**src/rtl/vga_pkg.sv**
```systemverilog
// Shared constants and helpers for the parametrised VGA timing block.
// Holds the 640x480@60 default timing, the RGB444 pixel width and small
// elaboration-time helpers (line/frame totals, ceil-log2).
package vga_pkg;

  // 640x480@60 default timing, in pixels / lines
  localparam int VGA_H_ACTIVE = 640;
  localparam int VGA_H_FP     = 16;
  localparam int VGA_H_SYNC   = 96;
  localparam int VGA_H_BP     = 48;
  localparam int VGA_V_ACTIVE = 480;
  localparam int VGA_V_FP     = 10;
  localparam int VGA_V_SYNC   = 2;
  localparam int VGA_V_BP     = 33;

  // {r,g,b} 4:4:4
  localparam int RGB_W = 12;

  function automatic int h_total(input int act, input int fp, input int sw, input int bp);
    return act + fp + sw + bp;
  endfunction

  function automatic int v_total(input int act, input int fp, input int sw, input int bp);
    return act + fp + sw + bp;
  endfunction

  // ceil(log2(v)); 0 for v<=1
  function automatic int clog2(input int v);
    int r;
    int x;
    r = 0;
    x = v - 1;
    while (x > 0) begin
      r = r + 1;
      x = x >> 1;
    end
    return r;
  endfunction

endpackage

```
**src/rtl/vga_delay_line.sv**
```systemverilog
// Enable-gated shift register used to align sync/blank with the colour path.
// Ports:
//   clk   - system clock
//   reset - asynchronous, active-low; clears every stage to 0
//   en    - advance the line by one stage
//   din   - value entering the line
//   dout  - value leaving the line (DEPTH advances later); DEPTH=0 is a wire
module vga_delay_line #(
  parameter int W     = 1,
  parameter int DEPTH = 1
) (
  input  logic         clk,
  input  logic         reset,
  input  logic         en,
  input  logic [W-1:0] din,
  output logic [W-1:0] dout
);

  generate
    if (DEPTH == 0) begin : g_pass
      assign dout = din;
    end else begin : g_pipe
      logic [W-1:0] stage_reg [DEPTH];

      for (genvar gi = 0; gi < DEPTH; gi++) begin : g_stage
        if (gi == 0) begin : g_head
          always_ff @(posedge clk or negedge reset) begin
            if (!reset)  stage_reg[gi] <= '0;
            else if (en) stage_reg[gi] <= din;
          end
        end else begin : g_tail
          always_ff @(posedge clk or negedge reset) begin
            if (!reset)  stage_reg[gi] <= '0;
            else if (en) stage_reg[gi] <= stage_reg[gi-1];
          end
        end
      end

      assign dout = stage_reg[DEPTH-1];
    end
  endgenerate

endmodule

```
**src/rtl/vga_timing_param.sv**
```systemverilog
// Parametrised VGA timing generator with character-cell addressing and a
// sync/blank/RGB pipeline that matches downstream ROM/colour-lookup latency.
// Ports:
//   clk, reset (async, active-low)
//   rgb_in      - {r,g,b} pixel, valid PIPE ticks after the px/py it belongs to
//   px, py      - registered pixel/line counters
//   pix_tick    - one-clk pulse per pixel period
//   video_on    - undelayed active-area flag
//   char_col/char_row/glyph_line/glyph_bit - font addressing from px/py
//   frame_start - high for the whole pixel period at px=0,py=0
//   hsy, vsy    - delayed syncs with configured polarity
//   ro, go, bo  - delayed, blank-gated colour
module vga_timing_param
  import vga_pkg::*;
#(
  parameter int H_ACTIVE = VGA_H_ACTIVE,
  parameter int H_FP     = VGA_H_FP,
  parameter int H_SYNC   = VGA_H_SYNC,
  parameter int H_BP     = VGA_H_BP,
  parameter int V_ACTIVE = VGA_V_ACTIVE,
  parameter int V_FP     = VGA_V_FP,
  parameter int V_SYNC   = VGA_V_SYNC,
  parameter int V_BP     = VGA_V_BP,
  parameter int CLK_DIV  = 2,
  parameter int HS_POL   = 0,
  parameter int VS_POL   = 0,
  parameter int FONT_W   = 8,
  parameter int FONT_H   = 16,
  parameter int PIPE     = 2,
  parameter int CW       = 10
) (
  input  logic                      clk,
  input  logic                      reset,
  input  logic [RGB_W-1:0]          rgb_in,
  output logic [CW-1:0]             px,
  output logic [CW-1:0]             py,
  output logic                      pix_tick,
  output logic                      video_on,
  output logic [CW-1:0]             char_col,
  output logic [CW-1:0]             char_row,
  output logic [clog2(FONT_H)-1:0]  glyph_line,
  output logic [clog2(FONT_W)-1:0]  glyph_bit,
  output logic                      frame_start,
  output logic                      hsy,
  output logic                      vsy,
  output logic [3:0]                ro,
  output logic [3:0]                go,
  output logic [3:0]                bo
);

  localparam int H_TOT = h_total(H_ACTIVE, H_FP, H_SYNC, H_BP);
  localparam int V_TOT = v_total(V_ACTIVE, V_FP, V_SYNC, V_BP);
  localparam int DW    = (CLK_DIV > 1) ? clog2(CLK_DIV) : 1;
  localparam int FWB   = clog2(FONT_W);
  localparam int FHB   = clog2(FONT_H);
  localparam logic HS_ACT = HS_POL[0];
  localparam logic VS_ACT = VS_POL[0];

  logic [DW-1:0] div_reg, div_next;
  logic          tick_reg;
  logic          alive_reg;
  logic [CW-1:0] px_reg, py_reg;
  logic          hs_raw, vs_raw;
  logic          hs_d, vs_d, von_d;

  // With CLK_DIV=1 the compare is always true, so the tick stays high.
  assign div_next = (div_reg == DW'(CLK_DIV - 1)) ? '0 : div_reg + DW'(1);

  // The tick is registered so it reads 0 during reset even when CLK_DIV=1;
  // out of reset it is high exactly while div_reg == CLK_DIV-1.
  always_ff @(posedge clk or negedge reset) begin
    if (!reset) begin
      div_reg   <= '0;
      tick_reg  <= 1'b0;
      alive_reg <= 1'b0;
      px_reg    <= '0;
      py_reg    <= '0;
    end else begin
      div_reg   <= div_next;
      tick_reg  <= (div_next == DW'(CLK_DIV - 1));
      alive_reg <= 1'b1;
      if (tick_reg) begin
        if (px_reg == CW'(H_TOT - 1)) begin
          px_reg <= '0;
          py_reg <= (py_reg == CW'(V_TOT - 1)) ? '0 : py_reg + CW'(1);
        end else begin
          px_reg <= px_reg + CW'(1);
        end
      end
    end
  end

  assign px       = px_reg;
  assign py       = py_reg;
  assign pix_tick = tick_reg;
  assign video_on = (px_reg < CW'(H_ACTIVE)) && (py_reg < CW'(V_ACTIVE));

  // Font sizes are powers of two, so division/modulo are shifts/slices.
  assign char_col   = px_reg >> FWB;
  assign char_row   = py_reg >> FHB;
  assign glyph_bit  = px_reg[FWB-1:0];
  assign glyph_line = py_reg[FHB-1:0];

  // alive_reg keeps frame_start low in reset although px=py=0 there, while
  // still flagging the very first period after release.
  assign frame_start = alive_reg && (px_reg == '0) && (py_reg == '0);

  // Raw syncs are active-high internally; polarity is applied at the output.
  assign hs_raw = (px_reg >= CW'(H_ACTIVE + H_FP)) && (px_reg < CW'(H_ACTIVE + H_FP + H_SYNC));
  assign vs_raw = (py_reg >= CW'(V_ACTIVE + V_FP)) && (py_reg < CW'(V_ACTIVE + V_FP + V_SYNC));

  vga_delay_line #(
    .W     (3),
    .DEPTH (PIPE)
  ) u_delay (
    .clk   (clk),
    .reset (reset),
    .en    (tick_reg),
    .din   ({hs_raw, vs_raw, video_on}),
    .dout  ({hs_d, vs_d, von_d})
  );

  // Final register adds the one extra tick: net latency is PIPE+1 ticks.
  always_ff @(posedge clk or negedge reset) begin
    if (!reset) begin
      hsy <= ~HS_ACT;
      vsy <= ~VS_ACT;
      ro  <= '0;
      go  <= '0;
      bo  <= '0;
    end else if (tick_reg) begin
      hsy          <= HS_ACT ? hs_d : ~hs_d;
      vsy          <= VS_ACT ? vs_d : ~vs_d;
      {ro, go, bo} <= von_d ? rgb_in : '0;
    end
  end

endmodule

```
**config.mk**
```make
export PLATFORM = sky130hd
export DESIGN_NAME = vga_timing_param
export DESIGN_NICKNAME = d
export VERILOG_FILES = /design/src/rtl/vga_pkg.sv /design/src/rtl/vga_delay_line.sv /design/src/rtl/vga_timing_param.sv
export SDC_FILE = /design/constraint.sdc
export NUM_CORES = 1
export LEC_CHECK = 0
export ABC_CLOCK_PERIOD_IN_PS = 2000
export CORE_AREA = 2 2 74 76
export DETAILED_ROUTE_END_ITERATION = 7
export DIE_AREA = 0 0 76 78
export PLACE_DENSITY = 0.78
export SYNTH_ARGS = -nofsm -noshare
export SYNTH_HDL_FRONTEND = slang
export SYNTH_SLANG_ARGS = --single-unit
```
**constraint.sdc**
```tcl
create_clock -name clk -period 2 [get_ports clk]
set_input_delay 0.4 -clock clk [delete_from_list [all_inputs] [get_ports clk]]
set_output_delay 0.4 -clock clk [all_outputs]
set_load 0.01 [all_outputs]
```
== Word-level counts from Yosys, hierarchy flattened ==
Index checks and enable logic that the tools add are counted.

* Logic and storage cells: 36
* Flip-flop bits (word level): 42
* Input bits: 14
* Output and inout bits: 64

* $add $sub $neg: 3
* Reduce and logical (&&, ||, !) cells: 8
* Equal/unequal tests: 2
* Bitwise gates (word level): 2
* Muxes and demuxes: 4
* $lt $le $gt $ge: 6

{| class="wikitable"
|+ Operator list
! cell !! count
|-
| $add 10x1->10 const B || 2
|-
| $eq 10x10->1 const B || 2
|-
| $logic_not 10->1 || 2
|-
| $lt 10x10->1 const B || 2
|-
| $lt 10x9->1 const B || 2
|-
| $mux 10 || 2
|-
| $mux 12 || 1
|-
| $ge 10x10->1 const B || 1
|-
| $ge 10x9->1 const B || 1
|-
| $logic_and 1x1->1 || 5
|-
| $not 1->1 || 2
|-
| $reduce_and 2->1 || 1
|-
| $add 1x1->1 const B || 1
|-
| $mux 1 || 1
|}

== Depth between registers and ports, before layout ==
Gate-level depths: netlist of run 1.

* Word-level depth: 3
* Mapped depth: 6
* Mapped depth without buffers: 6

== Modules after synthesis ==
A second synthesis of run 1 with hierarchy kept.

* Cell total of the unflattened synthesis: 228
* Area, all modules: 2254.7 um2

{| class="wikitable"
|+ Modules (own cells, without submodules)
! module !! cells each !! times used !! sequential area each (um2) !! area each (um2)
|-
| vga_timing_param || 212 || 1 || 903.4 || 1980.6
|-
| vga_delay_line || 16 || 1 || 150.1 || 274.0
|}

== Worst setup path after synthesis of run 1 ==
No wires, ideal clock.

* Path type: reg-to-reg
* From: reg px_reg[0] (netlist: px[0])
* To: reg py_reg[9] (netlist: py[9])
* Arrival: 1.680 ns
* Stages on the path, launching flop included: 6
* Setup slack: 0.243 ns
* Setup time: 0.077 ns
* Required time: 1.923 ns
* Buffers on the path: 0
* Path through: dfrtp_1 > ha_1 > and4_4 > nand4_4 > or4_1 > o21ai_1

* Cells in the longest elaborated chain, start to end: 2

{| class="wikitable"
|+ RTL lines
! item !! RTL line !! source
|-
| start: declaration || vga_timing_param.sv:62 || <nowiki>logic [CW-1:0] px_reg, py_reg;</nowiki>
|-
| start signal: assignment || vga_timing_param.sv:87 || <nowiki>px_reg <= px_reg + CW'(1);</nowiki>
|-
| $eq 10x10->1 || vga_timing_param.sv:83 || <nowiki>if (px_reg == CW'(H_TOT - 1)) begin</nowiki>
|-
| $reduce_and 2->1 (no line) || -- ||
|-
| end signal: assignment || vga_timing_param.sv:85 || <nowiki>py_reg <= (py_reg == CW'(V_TOT - 1)) ? '0 : py_reg + CW'(1);</nowiki>
|-
| end: declaration || vga_timing_param.sv:62 ||
|}

No other way between the ends.
A chain may end at the register's enable or synchronous reset.

== Final worst setup path of run 1 ==
* From: reg tick_reg (netlist: pix_tick)
* To: out pix_tick

{| class="wikitable"
|+ RTL lines
! item !! RTL line !! source
|-
| start: declaration || vga_timing_param.sv:60 || <nowiki>logic tick_reg;</nowiki>
|-
| start signal: assignment || vga_timing_param.sv:80 || <nowiki>tick_reg <= (div_next == DW'(CLK_DIV - 1));</nowiki>
|-
| end: declaration || vga_timing_param.sv:37 || <nowiki>output logic pix_tick,</nowiki>
|}

No word-level cell between the ends.

==> key figures, run 1 <==
Clock tree
  • CTS tree: yes
  • CTS Root Cell: clkbuf_8
  • Clock Latency Late Sink: 0.30 ns
  • CTS Buffer Depth: 2
  • Clock-pin slew of the registers on the worst-case setup and hold paths: about 0.080 ns
  • CTS buffer count: 5
  • H-tree levels: 2
  • # clock sinks: 42
  • Hold-fix buffers at CTS: 0

GRT
  • GR Overflow Total: 0
  • Vias in the first global route: 1755
  • Global-route wire length before repair: around 8700 um
  • Total GRT Usage: 18.4%
  • Initial antenna violation count: 0
  • Largest net degree at the start of global routing: 27

STA
  • Fmax: 0.522 GHz
  • Final TNS setup: 0 ns
  • Final Setup Violations: 0
  • Final Hold Vio Count: 0
  • Fin crit period: roughly 1.9 ns
  • Clock Skew: roughly 0.0076 ns
  • Period utilization: 95.7%
  • Unrepaired setup endpoints after global routing: true
  • Final Max Tran Viols: 0

Floorplanning
  • Die width: ~76 um
  • Starting Density: between 40% and 50%
  • Core ar.: 5040 sq um
  • Rows: 26
  • IO Count: 78
  • Die area: 5930 sq um
  • Die Y: between 70 and 80 um

Setup path
  • Buf+Inv Stages, Crit Path: 1
  • CP Capture Type: output port
  • Slowest-stage cell, CP: clkdlybuf4s50_1
  • CP delay by family, top: buffers and inverters
  • CP Cell Sequence: clkdlybuf4s50_1
  • Crit path launch type: flop
  • FF-to-FF setup slack: around 0.086 ns
  • CP required: ~1.6 ns
  • Crit path largest cell delay: about 0.63 ns
  • CP Class: reg -> out
  • Worst Path Arrival: ~1.5 ns
  • Critical path peak fanout: 8

Drt
  • Residual DRC: 0
  • Vias: 1807
  • Antenna Violating Nets Remaining: 0
  • Total wire length: a little over 5000 um
  • DR iter-0 viols: 106
  • DR WL/cell: around 14 um
  • First-pass DRT Iterations: 4
  • Via-to-Cell Ratio: approximately 4.9

Yosys
  • Avg Cell Area, Syn: around 9.9 sq um
  • Top FF cell, synth: dfrtp_1
  • Synth Warn #: 0
  • Synth Instances: ~230
  • Synth cell types: 43
  • Synthesized area: approximately 2200 sq um
  • Synth top area share: between 40% and 50%
  • Synth area leaders: dfrtp_1 (45%), buf_4 (9.1%), nand3_1 (5.4%)
  • Synth area leader: dfrtp_1
  • Flops & latches, synth: 42
  • Sequential-to-total area share from yosys stat: a little under half
  • FFs w/ async S/R, synth: between 90% and 100%
  • EDFF count, synth: 0

Finish
  • Area growth syn-to-layout: 39.8%
  • Nets: approximately 320
  • Util after Layout: ~62%
  • Post-route non-filler standard cell count: 370
  • Diode count: 0
  • Share of cells above drive strength 1: a little under a fifth

Power
  • Worst IR Drop VDD: approximately 0.4 mV
  • PwrDens: approximately 520 nW/um^2
  • Leak: roughly 0.0014 uW

Place
  • Final Wtd Congestion: between 0.8 and 0.9
  • DP Cell Count: roughly 360
  • HPWL after detailed placement: roughly 4000 um
  • Quantity of I/O buffers inserted on ports: 70

Run status
  • Status: finished clean

Job
  • Max Cap Violations: 0

Min path
  • Type of the worst min-delay path: in -> async
==> layout by cell type, fill, tap and decap left out, types with 2 or more instances in the layout <==
master / synthesis / routed
clkbuf_8: 0 / 5
dfrtp_1: 40 / 40
o21ai_0: 19 / 19
nor4_4: 2 / 2
ha_1: 4 / 3
nand3_1: 24 / 24
dfstp_2: 2 / 2
conb_1: 2 / 8
nor4_1: 4 / 4
o31ai_1: 2 / 2
nor2_1: 10 / 9
buf_4: 27 / 24
mux2_2: 4 / 4
inv_1: 19 / 17
nor3_1: 2 / 2
nand2_1: 14 / 14
clkdlybuf4s50_1: 0 / 67
nand4_1: 7 / 7
buf_2: 1 / 2
clkinv_2: 0 / 2
inv_2: 1 / 3
xnor2_1: 9 / 9
o21ai_1: 5 / 5
xor2_1: 2 / 2
==> stage by stage <==
step	setup slack [ns]	area [sq um]	hold WS [ns]	total power (uW)
global placement	0.0138	2990	0.378	983
finish	0.0860	3120	0.0468	1630
detailed placement	-0.0477	2990	0.385	985
floorplan	0.243	2250	0.104	921
global route	-0.00921	3120	0.0687	1700
CTS	-0.0341	3110	0.0531	1650
==> path summary, 6_finish.rpt <==
check,startpoint,end,cells after the start
setup / recovery,pix_tick,pix_tick,1
hold / removal,reset,bo[0],1
setup reg to reg,px[0],py[9],6
hold reg to reg,u_delay.dout[2],hsy,1
max in group asynchronous,reset,vsy,2
min in group clk,u_delay.dout[2],hsy,1
==> area by class of cell <==
type | instances | area, sq um
Inverter | 20 | 75.1
Sequential cell | 42 | 1050
Clock buffer | 5 | 68.8
Fill cell | 434 | 1920
Tap cell | 70 | 87.6
Multi-Input combinational cell | 135 | 907
Timing Repair Buffer | 95 | 886
Clock inverter | 3 | 40.0
==> metal layers <==
layer / up-vias / routed length [um] / share of wire (%) / GRT usage (%)
li1: 885 / - / - / -
met1: 859 / 2250 / 44 / 23.3
met2: 59 / 2520 / 49 / 30.4
met3: 4 / 340 / 6.6 / 6.16
met4: 0 / 21 / 0.41 / 4.73
met5: - / 0 / 0 / 0
==> cell usage after synthesis, types with 2 or more instances <==
cell type and instances:
dfrtp_1 40, buf_4 27, nand3_1 24, inv_1 19, o21ai_0 19, nand2_1 14, nor2_1 10, xnor2_1 9
nand4_1 7, o21ai_1 5, ha_1 4, mux2_2 4, nor4_1 4, buf_1 2, buf_6 2, clkbuf_1 2
conb_1 2, dfstp_2 2, nor3_1 2, nor4_4 2, o31ai_1 2, xor2_1 2
==> power by group <==
group / internal [uW] / leakage, uW / switching (uW) / total (uW)
clock network: 367 / 0.0000579 / 294 / 662
logic: 53.7 / 0.000835 / 44.8 / 98.4
registers: 862 / 0.000525 / 6.83 / 869
total: 1280 / 0.00142 / 346 / 1630
==> cell families after synthesis <==
logic type,Yosys count,share of synthesized area [%]
DFF,42,47.3
other,2,0.337
and+or+nand+nor,73,20.0
buffers and inverters,54,14.4
AOI/OAI and AO/OA,34,8.98
muxes,5,2.47
adders and majority gates,4,2.24
xor gates and xnor gates,11,4.32
==> what timing repair did <==
action	in CTS	in global routing
gates cloned	0	0
pin swaps	0	2
setup endpoints to repair	2	3
buffers inserted	0	0
gates resized for setup	6	8
No activity file was read; power rests on OpenSTA's default activity.
==> run 2: changes to the inputs <==
Settings changed: ABC_CLOCK_PERIOD_IN_PS 2000 to 2350.
Clock period 2 ns to 2.35 ns, I/O delays scaled along.
==> run 2 against run 1 <==
  * Sequential power fell by 15%
  * Global-route usage fell by 1.3 points
  * Register-to-register slack improved by 0.33 ns
  * Clock power rose by 3.6%
  * Non-clock buffer count fell by 11
  * Core utilization fell by 1.6 points
  * Critical path depth rose by 3
  * Critical path type unchanged
  * Power fell by 7.6%
  * Critical endpoint is now video_on
  * Clock skew rose by 0.00063 ns
  * Routed wire length fell by 5.8%
==> key figures, run 2 (synthesis results as in run 1) <==
Run status
  • Status: finished clean (unchanged)

STA
  • Rel. slew slack: roughly 65%
  • Fmax: approximately 0.44 GHz
  • Period utilization: about 98%
  • Worst-Margin Slew: approximately 0.53 ns
  • Fin crit period: between 2 and 2.5 ns
  • Final Hold Vio Count: 0 (unchanged)
  • Final Setup Violations: 0 (unchanged)
  • Final TNS setup: 0 ns (unchanged)
  • Clock Skew: 0.00826 ns (was 0.00763 ns)
  • Unrepaired setup endpoints after global routing: false (was true)
  • Final Max Tran Viols: 0 (unchanged)

Finish
  • Fillers: 444 (was 434)
  • Diode count: 0 (unchanged)
  • Post-route non-filler standard cell count: 359 (was 370)
  • Leading cell type in the layout, fill and taps excluded: clkdlybuf4s50_1 (unchanged)
  • Share of cells above drive strength 1: 13.5% (was 18.7%)
  • Most frequent cells in the layout: clkdlybuf4s50_1 (68), dfrtp_1 (40), nand3_1 (24), inv_1 (19), o21ai_0 (19) (was clkdlybuf4s50_1 (67), dfrtp_1 (40), nand3_1 (24), buf_4 (24), o21ai_0 (19))
  • Nets: 306 (was 317)
  • Area growth syn-to-layout: 36.3% (was 39.8%)

Clock tree
  • CTS Buffer Depth: 2 (unchanged)
  • # clock sinks: 42 (unchanged)
  • Post CTS Setup Buffer Count: 0 (unchanged)
  • CTS buffer count: 5 (unchanged)
  • Hold-fix buffers at CTS: 0 (unchanged)
  • Clock Latency Late Sink: 0.30 ns (about the same)
  • H-tree levels: 2 (unchanged)
  • CTS tree: yes (unchanged)
  • Clock-pin slew of the registers on the worst-case setup and hold paths: 0.08 ns (about the same)
  • CTS Root Cell: clkbuf_8 (unchanged)

Job
  • Max Cap Violations: 0 (unchanged)

Min path
  • Type of the worst min-delay path: in -> async (unchanged)

Setup path
  • Worst Path Arrival: 1.83 ns (was 1.51 ns)
  • CP delay by family, top: buffers and inverters (unchanged)
  • Cells on worst reg2reg path: 6 (unchanged)
  • CP startpoint: px[7] (was pix_tick)
  • Slowest-stage cell, CP: clkdlybuf4s50_1 (unchanged)
  • Critical path peak fanout: 8 (unchanged)
  • Reg2reg end: py[9] (unchanged)
  • FF-to-FF setup slack: 0.42 ns (was 0.09 ns)
  • CP Cell Sequence: o21ai_0 > nand2_1 > nor2_1 > clkdlybuf4s50_1 (was clkdlybuf4s50_1)
  • Crit path largest cell delay: 0.56 ns (was 0.63 ns)
  • Buf+Inv Stages, Crit Path: 1 (unchanged)
  • Crit path launch type: flop (unchanged)
  • RR Startpoint: px[0] (unchanged)
  • CP Capture Type: output port (unchanged)
  • CP required: 1.88 ns (was 1.60 ns)
  • CP Class: reg -> out (unchanged)

Drt
  • Antenna Violating Nets Remaining: 0 (unchanged)
  • Total wire length: 4830 um (was 5130 um)
  • DR iter-0 viols: 95 (was 106)
  • Residual DRC: 0 (unchanged)
  • Via-to-Cell Ratio: 5.02 (was 4.88)
  • DR WL/cell: 13.5 um (was 13.9 um)
  • First-pass DRT Iterations: 4 (unchanged)
  • Vias: 1802 (was 1807)

Place
  • HPWL after detailed placement: 3530 um (was 3940 um)
  • Quantity of I/O buffers inserted on ports: 70 (unchanged)
  • DP Cell Count: 351 (was 362)
  • Final Wtd Congestion: 0.875 (was 0.803)

Floorplanning
  • Rows: 26 (unchanged)
  • Die width: 76 um (unchanged)
  • IO Count: 78 (unchanged)
  • Die Y: 78 um (unchanged)
  • Core ar.: 5040 sq um (unchanged)
  • Die area: 5930 sq um (unchanged)
  • Starting Density: 44.2% (unchanged)

Power
  • Leak: 0.00133 uW (was 0.00142 uW)
  • Worst IR Drop VDD: 0.277 mV (was 0.394 mV)
  • PwrDens: 496 nW/um^2 (was 522 nW/um^2)
  • Pwr Total: 1510 uW (was 1630 uW)

GRT
  • Vias in the first global route: 1708 (was 1755)
  • GR Overflow Total: 0 (unchanged)
  • Initial antenna violation count: 0 (unchanged)
  • Global-route wire length before repair: 8200 um (was 8750 um)
  • Total GRT Usage: 17.1% (was 18.4%)
  • Largest net degree at the start of global routing: 43 (was 27)
-- run 2: cell count changes in the layout (fill, tap and decap cells not counted), moves of 2 or more --
cell,before,now
clkinv_2,2,0
buf_4,24,14
inv_1,17,19
inv_2,3,1
-- run 2: what timing repair did --
item	in CTS	in global routing
hold endpoints to repair	0	0
gates resized for setup	2	0
setup endpoints to repair	1	0
-- run 2: worst max path at each step --
stage | endpoint | slack [ns] | cells past startpoint
finish | video_on | 0.05 | 4
global route | video_on | 0.004 | 4
CTS | video_on | 0.07 | 4
detailed placement | frame_start | 0.20 | 6
global placement | frame_start | 0.28 | 6
floorplan | py[9] | 0.59 | 5
-- run 2: per-layer routing --
layer | part of all wire [%] | routed length (um) | vias up | track usage [%]
met3 | 7.9 | 381 | 11 | 6.05
met1 | 43 | 2090 | 853 | 21.6
met4 | 2.2 | 108 | 0 | 6.36
met2 | 47 | 2250 | 71 | 27.3
met5 | 0 | 0 | - | 0
li1 | - | - | 867 | -
-- run 2: through the flow --
step	cell area (sq um)	setup slack, ns	utilization (%)	hold slack [ns]
global placement	2900	0.281	57.4	0.399
global route	3040	0.00350	60.2	0.264
finish	3040	0.0526	60.2	0.223
CTS	3040	0.0721	60.2	0.243
floorplan	2250	0.593	-	0.174
detailed placement	2900	0.196	57.4	0.406
-- run 2: layout make-up --
| cell class | instances | area (sq um) | share of cell area (%) |
|---|---|---|---|
| Clock buffer | 5 | 68.8 | 2.27 |
| Clock inverter | 3 | 68.8 | 2.27 |
| Inverter | 20 | 75.1 | 2.47 |
| Multi-Input combinational cell | 135 | 885 | 29.1 |
| Sequential cell | 42 | 1050 | 34.7 |
| Tap cell | 70 | 87.6 | 2.88 |
| Timing Repair Buffer | 84 | 800 | 26.3 |
-- run 2: where the power goes --
group / total, uW / leakage [uW] / switching, uW / internal (uW)
clock: 686 / 0.0000683 / 260 / 426
sequential: 740 / 0.000525 / 6.03 / 734
combinational: 80.4 / 0.000737 / 37.4 / 43.1
total: 1510 / 0.00133 / 303 / 1200
==> run 3: changes to the inputs <==
Settings changed: SLEW_MARGIN from default to 20.
==> results of run 3 <==
Same layout as run 2: the final DEF is identical, and so are final timing and power.
==> patch (settings of run 1) <==
Register the input `rgb_in` before use, without a reset. The logic sees it one clock later.
--- a/src/rtl/vga_timing_param.sv
+++ b/src/rtl/vga_timing_param.sv
@@ -55,6 +55,12 @@
   localparam int FHB   = clog2(FONT_H);
   localparam logic HS_ACT = HS_POL[0];
   localparam logic VS_ACT = VS_POL[0];
+
+  logic [RGB_W-1:0] rgb_q;
+
+  always_ff @(posedge clk) begin
+    rgb_q <= rgb_in;
+  end
 
   logic [DW-1:0] div_reg, div_next;
   logic          tick_reg;
@@ -131,7 +137,7 @@
     end else if (tick_reg) begin
       hsy          <= HS_ACT ? hs_d : ~hs_d;
       vsy          <= VS_ACT ? vs_d : ~vs_d;
-      {ro, go, bo} <= von_d ? rgb_in : '0;
+      {ro, go, bo} <= von_d ? rgb_q : '0;
     end
   end
 
Behaviour: not the same (a bounded check fails within 10 cycles, from zero or initial values and one cycle with reset low).
==> patch against run 1 <==
- area after synthesis up 6.1%
- global-route usage decreased by 1.8 points
- critical path type unchanged
- highest routed layer unchanged
- routed wire length is 2.0% lower
- clock power is 21% higher
- clock skew about the same
- setup slack got worse by 0.10 ns
- the run now ends with setup timing left
- combinational power is 4.5% lower
- sequential cell count increased by 12
- synthesized cell count did not move
- total power grew 24%
- design area is 5.8% higher
- critical path depth grew 4
==> patch: results (changes against run 1) <==
Place
  – Routability cong.: 0.8273 (+3.0%)
  – Placed cells: 361 (-0.28%)
  – Worst slack, placed: -0.3749 ns (-0.3272 ns)
  – Post-DP HPWL: 3445 um (-13%)
  – Post-DP Area: 0.003110 mm2 (+4.0%)

Yosys
  – Sequential fraction of the synthesis area: 54.68% (+7.4 points)
  – Avg Cell Area, Syn: 10.52 um2 (+6.1%)
  – Asr flop ratio synth: 77.78% (-22 points)
  – Synth top area cells: dfrtp_1 (42%), dfxtp_1 (10%), buf_4 (8.6%), nand3_1 (4.7%), o21ai_0 (4.4%)
  – Synth cell types: 39 (-9.3%)
  – Commonest cells post-synth: dfrtp_1 (40), buf_4 (27), nand3_1 (22)

Route
  – Met2 routed WL: 2344 um (-6.9%)
  – Drt total wl: 5021 um (-2.0%)
  – Wire length on met1: 2385 um (+6.2%)
  – DRC: 0 (unchanged)
  – Top Metal Used: met4
  – Iter 0 DRT Violations: 55 (-48%)
  – Met3 Routed Length: 253 um (-26%)
  – DR vias/cell: 4.838 (-0.93%)

Clocking
  – Clk sink count: 54 (+29%)
  – Cts bufs inserted: 5 (unchanged)
  – Clk slew on worst S/H paths: 0.10 ns (+0.02 ns)
  – H-tree depth: 2 (unchanged)
  – CTS max path bufs: 2 (unchanged)

Layout
  – Number of non-clock inverters: 18 (-10%)
  – # nets final: 318 (+0.32%)
  – Multi-input logic portion of the cell area: 24.96% (-4.1 points)
  – Multi-input comb cells: 124 (-8.1%)
  – Final std cells w/o fill: 371 (+0.27%)
  – Layout clock buffer count: 6 (+1)
  – Signal buf overhead: 27.09% (-1.3 points)
  – Layout cell share with drive strength beyond 1: 17.28% (-1.4 points)
  – Area growth syn-to-layout: 39.40%
  – Signal buffers: 97 (+2.1%)
  – Clk tree area frac: 4.021% (+0.53 points)
  – Fin area: 0.003298 mm2 (+5.8%)
  – Sequential share of cell area: 39.23% (+5.4 points)
  – Antenna Cells: 0 (unchanged)
  – Fill count: 387 (-11%)

GRT
  – Initial antenna violation count: 0 (unchanged)
  – Gr usage total: 16.64% (-1.8 points)
  – First-pass GRT wire length: 8045 um (-8.0%)
  – Largest net degree at the start of global routing: 43 (+59%)
  – Vias in the first global route: 1,731 (-1.4%)

Pwr
  – Clock share of power: 39.7% (-0.9 points)
  – Leakage dissipation: 1.570 nW (+11%)
  – Pint: 0.001615 W (+26%)
  – Seq pwr share: 55.6% (+2.3 points)
  – Peak supply drop: 0.5705 mV (+45%)
  – Sw frac: 20.12% (-1.1 points)

Timing
  – Final worst slack: -0.01564 ns (-0.1017 ns)
  – Worst slew pin tran: roughly 0.53 ns
  – Clock skew: 0.007902 ns (+0.0002709 ns)
  – Setup TNS: -0.02442 ns (-0.02442 ns)
  – Final setup fails: 2 (+2)

Run status
  – Failing checks: setup timing
  – Run status: finished with violations

Setup path
  – Crit path DAT: 1.62 ns (+0.11 ns)
  – Crit Path Max Fanout: 6 (-2)
[patch: changes by cell type after synthesis, sizes merged, moves of 3 or more]
cell	delta
nor2	-6
nor4	-4
o21ai	-3
a31oi	+4
and3	+7
dfxtp	+12
nand2	-6
[patch: repair_timing]
action | in CTS | in global routing
buffers inserted | 1 | 1
endpoints found under the setup margin | 2 | 2
gates resized for setup | 14 | 4
pin swaps | 4 | 0
hold buffers | 0 | 0
cloned | 0 | 0
[patch: worst paths after layout]
| kind | to | cells past startpoint | start | slack [ns] |
|---|---|---|---|---|
| worst max-delay path | video_on | 5 | py[5]$_DFFE_PN0P_ | -0.02 |
| min in group clk | vsy$_DFFE_PN1P_ | 1 | u_delay.dout[1]$_DFFE_PN0P_ | 0.42 |
| worst max register to register | py[8]$_DFFE_PN0P_ | 5 | px[7]$_DFFE_PN0P_ | 0.32 |
| worst min register to register | vsy$_DFFE_PN1P_ | 1 | u_delay.dout[1]$_DFFE_PN0P_ | 0.42 |
| max in group asynchronous | vsy$_DFFE_PN1P_ | 2 | reset | 1.47 |
| worst min-delay path | py[7]$_DFFE_PN0P_ | 2 | reset | 0.16 |
[patch: routing by layer]
layer	vias to the layer above	GRT usage (%)
met3	5	4.419
met4	0	3.636
met5	-	0
li1	878	-
met1	858	22.61
met2	54	26.96
[patch: cells by family (layout without fill, tap and decap cells)]
group	after synthesis	count (layout)	synth area share [%]
xor gates and xnor gates	10	10	3.702
and+or+nand+nor	64	64	15.55
AOI/OAI and AO/OA	33	33	7.932
buffers and inverters	53	123	13.38
DFF	54	54	54.68
other	2	8	0.3174
adders and majority gates	4	4	2.115
muxes	5	5	2.327
[patch: critical path: stages (launching register included)]
cell     delay (ns)
dfrtp_1        0.42
buf_4          0.17
and3_1         0.20
and2_1         0.18
nor3_2         0.17
buf_2          0.18
